===== config.mk =====
export PLATFORM = sky130hd
export DESIGN_NAME = inv_substitution_seq
export DESIGN_NICKNAME = d
export VERILOG_FILES = /design/src/rtl/inv_substitution_seq.sv
export SDC_FILE = /design/constraint.sdc
export NUM_CORES = 1
export LEC_CHECK = 0
export ABC_AREA = 0
export ABC_CLOCK_PERIOD_IN_PS = 6600
export BUFFER_PORTS_ARGS = -buffer_cell sky130_fd_sc_hd__buf_2
export CAP_MARGIN = 20
export CORE_AREA = 2 2 252 254
export DETAILED_ROUTE_END_ITERATION = 8
export DIE_AREA = 0 0 254 256
export PLACE_DENSITY_LB_ADDON = 0.1
export SYNTH_ARGS = -nofsm -noshare
export SYNTH_HDL_FRONTEND = slang
export SYNTH_SLANG_ARGS = --single-unit
export TNS_END_PERCENT = 5

===== constraint.sdc =====
create_clock -name clock_i -period 6.6 [get_ports clock_i]
set_input_delay 0 -clock clock_i [delete_from_list [all_inputs] [get_ports clock_i]]
set_output_delay 0 -clock clock_i [all_outputs]
set_load 0.005 [all_outputs]

===== src/rtl/inv_substitution_seq.sv =====
// Iterative ASCON inverse substitution layer: COLS_PER_CYCLE S-box columns per clock.
// Optional macro SUBST_FWD_MODE_EN adds mode_i to select the forward S-box per operation.
module inv_substitution_seq #(
    parameter int unsigned COLS_PER_CYCLE = 8
) (
    input  logic             clock_i,
    input  logic             resetb_i,
    input  logic             start_i,
`ifdef SUBST_FWD_MODE_EN
    input  logic             mode_i,
`endif
    input  logic [4:0][63:0] registerS_i,
    output logic [4:0][63:0] registerS_o,
    output logic             busy_o,
    output logic             done_o
);

    localparam int unsigned NUM_SLICES = 64 / COLS_PER_CYCLE;
    localparam int unsigned CNT_W      = (NUM_SLICES > 1) ? $clog2(NUM_SLICES) : 1;
    localparam logic [CNT_W-1:0] LAST_SLICE = CNT_W'(NUM_SLICES - 1);

    // Tables packed with entry 31 first so that TABLE[idx] selects entry idx.
    localparam logic [31:0][4:0] INV_SBOX = {
        5'h02, 5'h10, 5'h0C, 5'h0F, 5'h08, 5'h04, 5'h1B, 5'h17,
        5'h1F, 5'h1C, 5'h05, 5'h03, 5'h11, 5'h0B, 5'h16, 5'h18,
        5'h1E, 5'h13, 5'h15, 5'h19, 5'h01, 5'h1D, 5'h06, 5'h0A,
        5'h12, 5'h0E, 5'h09, 5'h00, 5'h0D, 5'h07, 5'h1A, 5'h14
    };
`ifdef SUBST_FWD_MODE_EN
    localparam logic [31:0][4:0] FWD_SBOX = {
        5'h17, 5'h0F, 5'h0A, 5'h16, 5'h19, 5'h01, 5'h0C, 5'h10,
        5'h18, 5'h11, 5'h0D, 5'h00, 5'h0E, 5'h07, 5'h13, 5'h1E,
        5'h1C, 5'h06, 5'h03, 5'h1D, 5'h12, 5'h08, 5'h05, 5'h1B,
        5'h02, 5'h09, 5'h15, 5'h1A, 5'h14, 5'h1F, 5'h0B, 5'h04
    };
`endif

    typedef enum logic [1:0] {
        IDLE = 2'd0,
        RUN  = 2'd1,
        DONE = 2'd2
    } state_e;

    state_e           stateQ, stateNext;
    logic [CNT_W-1:0] counterQ, counterNext;
    logic [4:0][63:0] regNext, sliceResult;
    logic             busyNext, doneNext;
    logic [5:0]       sliceBase, col;
    logic [4:0]       colIdx, colSub;
`ifdef SUBST_FWD_MODE_EN
    logic             modeQ, modeNext;
`endif

    // Substitute the current slice of columns in place; row 0 is the index MSB.
    always_comb begin
        sliceResult = registerS_o;
        sliceBase   = 6'(32'(counterQ) * COLS_PER_CYCLE);
        col         = '0;
        colIdx      = '0;
        colSub      = '0;
        for (int unsigned k = 0; k < COLS_PER_CYCLE; k++) begin
            col    = sliceBase + 6'(k);
            colIdx = {registerS_o[0][col], registerS_o[1][col], registerS_o[2][col],
                      registerS_o[3][col], registerS_o[4][col]};
`ifdef SUBST_FWD_MODE_EN
            colSub = modeQ ? FWD_SBOX[colIdx] : INV_SBOX[colIdx];
`else
            colSub = INV_SBOX[colIdx];
`endif
            sliceResult[0][col] = colSub[4];
            sliceResult[1][col] = colSub[3];
            sliceResult[2][col] = colSub[2];
            sliceResult[3][col] = colSub[1];
            sliceResult[4][col] = colSub[0];
        end
    end

    // Next-state, counter and datapath selection.
    always_comb begin
        stateNext   = stateQ;
        counterNext = counterQ;
        regNext     = registerS_o;
`ifdef SUBST_FWD_MODE_EN
        modeNext    = modeQ;
`endif
        case (stateQ)
            IDLE, DONE: begin
                if (start_i) begin
                    regNext     = registerS_i;
                    counterNext = '0;
                    stateNext   = RUN;
`ifdef SUBST_FWD_MODE_EN
                    modeNext    = mode_i;
`endif
                end else begin
                    stateNext = IDLE;
                end
            end
            RUN: begin
                regNext = sliceResult;
                if (counterQ == LAST_SLICE) begin
                    counterNext = '0;
                    stateNext   = DONE;
                end else begin
                    counterNext = counterQ + CNT_W'(1);
                end
            end
            default: stateNext = IDLE;
        endcase
        busyNext = (stateNext == RUN);
        doneNext = (stateNext == DONE);
    end

    always_ff @(posedge clock_i or negedge resetb_i) begin
        if (!resetb_i) begin
            stateQ      <= IDLE;
            counterQ    <= '0;
            registerS_o <= '0;
            busy_o      <= 1'b0;
            done_o      <= 1'b0;
`ifdef SUBST_FWD_MODE_EN
            modeQ       <= 1'b0;
`endif
        end else begin
            stateQ      <= stateNext;
            counterQ    <= counterNext;
            registerS_o <= regNext;
            busy_o      <= busyNext;
            done_o      <= doneNext;
`ifdef SUBST_FWD_MODE_EN
            modeQ       <= modeNext;
`endif
        end
    end

endmodule


==> results.ini <==
[outcome]
status=complete, no violations

[cells_and_area]
area_growth_pct=43.58
drive_above_1_share_pct=33.33
layout_commonest_cell=buf_2
layout_common_cells=643 x buf_2, 324 x dfrtp_1, 321 x dlygate4sd3_1
postLayoutCoreUtil_pct=45.80
nets=3208
fin_cells=3697

[synthesis]
async_flop_share_pct=100.0
netlist.area_leader.share_pct=41.12
ys_seq_elements=327
synth_fp_nets=2306
synth_warnings=0
syn_avg_cell_area_um2=10.38
synth.area.top_cells=dfrtp_1 41%, a22oi_1 7.6%, mux2i_1 5.3%
syn_inst=1917
synth_top_cell_by_area=dfrtp_1
synth-main-ff-cell=dfrtp_1
ys_types=93
syn-cell-area_um2=19900
synth_edf_count=0
ys_seq_area_share_pct=41.12

[drt]
antenna_left=0
drc_errors=0
vias=21290
drtIter0Drc=1773
dr.pass1.iters=6
routed_wl_um=108600
vias_per_cell=5.759
wl_per_cell_um=29.37

[cts]
ctsHtreeMaxLevel=2
cts_num_sinks=327
cts_resized=0
cts_buffer_depth=3
cts-buffers-inserted=41
cts_setup_buffers=0
clock_latency_ps=590
hold_buffers=321
cts_root_buf=clkbuf_16
clkTransAtPathRegs_ps=60
cts_tree=done

[timing]
fin_tns_setup_ps=0
period_needed_ps=4576
period_share_pct=69.33
timing.fmax_mhz=218.5
tightest_slew_ps=1122
fin_worst_skew_ps=38.39
setup_slack_ps=2024
rsz0062_at_grt=false
hold_viol=0
finalSetupViolCount=0
drv_slew=0
slew_headroom_pct=25.19

[global_routing]
grt_remaining_overflow=0
antenna_found_initial=4
grt_pass1_wl_um=154300
grt_max_degree=202
grt_pass1_vias=21630
grtUsageTotal_pct=32.51

[floorplan]
die_h_um=256
rows=92
start_util_pct=31.90
ios=645
coreArea_um2=62390
die_area_um2=65020
dieWidth_um=254

[critical_path]
endpoint_kind=register
crit_arrival_ps=4980
worstSetupPathType=reg2reg
path_max_fanout=55
r2r_cells=8
cp.required_ps=7010
worstReg2RegStart=counterQ[2]
rrSetupSlack_ps=2020
startpoint_type=register
timing.rr.end=registerS_o[202]

[worst_hold_path]
hold_depth=4
holdCritStartpoint=start_i
hp-class=in2reg
min_to=registerS_o[85]

[placement]
place.gp.congestion=0.9235
dp_hpwl_um=76770
portBuffers=644
post-place-ws_ps=2082
placed_cells=3300

[run]
drv_cap=0

==> stage by stage <==
step,hold WS (ps),area [um^2]
floorplan,-295.6,19900
global placement,176.7,23930
detailed placement,174.2,23930
CTS,81.58,28550
global route,61.99,28570
finish,43.00,28570
==> sequential cells by signal (all words and copies together), names as in the netlist <==
register,flops
busy_o,1
registerS_o,320
stateQ,2
counterQ,3
done_o,1
==> area by class of cell <==
type | count | area [um^2]
Tap cell | 846 | 1059
Inverter | 49 | 183.9
Antenna cell | 1 | 2.502
Clock inverter | 18 | 229.0
Clock buffer | 56 | 1182
Fill cell | 6083 | 33820
Sequential cell | 327 | 8194
Timing Repair Buffer | 1011 | 6829
Multi-Input combinational cell | 1389 | 10890
==> layer usage <==
| metal | global-route usage [%] | share of wire [%] | up-vias |
|---|---|---|---|
| met5 | 0 | 0 | - |
| met1 | 42.09 | 41 | 10790 |
| met3 | 4.444 | 6.8 | 210 |
| met2 | 55.38 | 49 | 1192 |
| met4 | 11.26 | 3.6 | 0 |
| li1 | - | - | 9100 |
==> Yosys cell counts, types with 32 or more instances <==
cell type / number
a21o_1: 63
a21oi_1: 91
a22o_1: 67
a22oi_1: 201
and3_1: 41
clkbuf_1: 103
dfrtp_1: 327
ha_1: 66
inv_1: 43
mux2_2: 32
mux2i_1: 105
mux4_2: 41
nand2_1: 141
nor2_1: 53
o21ai_0: 137
o21ai_1: 76
o22ai_1: 34
==> worst max path at each step <==
stage | startpoint | to | slack [ps] | cells past startpoint
6_report | counterQ[2] | registerS_o[202] | 2020 | 8
5_1_grt | counterQ[2] | registerS_o[242] | 1820 | 8
4_1_cts | counterQ[2] | registerS_o[202] | 2040 | 8
3_5_place_dp | counterQ[2] | registerS_o[226] | 2080 | 8
3_3_place_gp | counterQ[2] | registerS_o[226] | 2140 | 8
2_1_floorplan | counterQ[1] | registerS_o[11] | 3650 | 11
==> cell families (layout without fill, tap and decap cells) <==
| logic type | after synthesis | after routing | synth area share (%) |
|---|---|---|---|
| AOI/OAI and AO/OA | 782 | 782 | 27.13 |
| DFF | 327 | 327 | 41.12 |
| and+or+nand+nor | 322 | 322 | 7.910 |
| muxes | 201 | 201 | 13.78 |
| buffers and inverters | 201 | 1134 | 4.892 |
| adders and majority gates | 66 | 66 | 4.150 |
| xor gates and xnor gates | 18 | 18 | 1.019 |
| other | 0 | 1 | 0 |
==> critical path, cell delays in order, from the launching register on <==
cell     delay (ps)
dfrtp_4        1060
buf_4           450
mux2_1          360
a221o_1         360
a22oi_2         500
ha_1            370
mux2_2          280
a21oi_1         810
o21ai_0         190
Power is not shown: default switching activity piles up to over one toggle a cycle in this logic, so the estimate is an artifact.
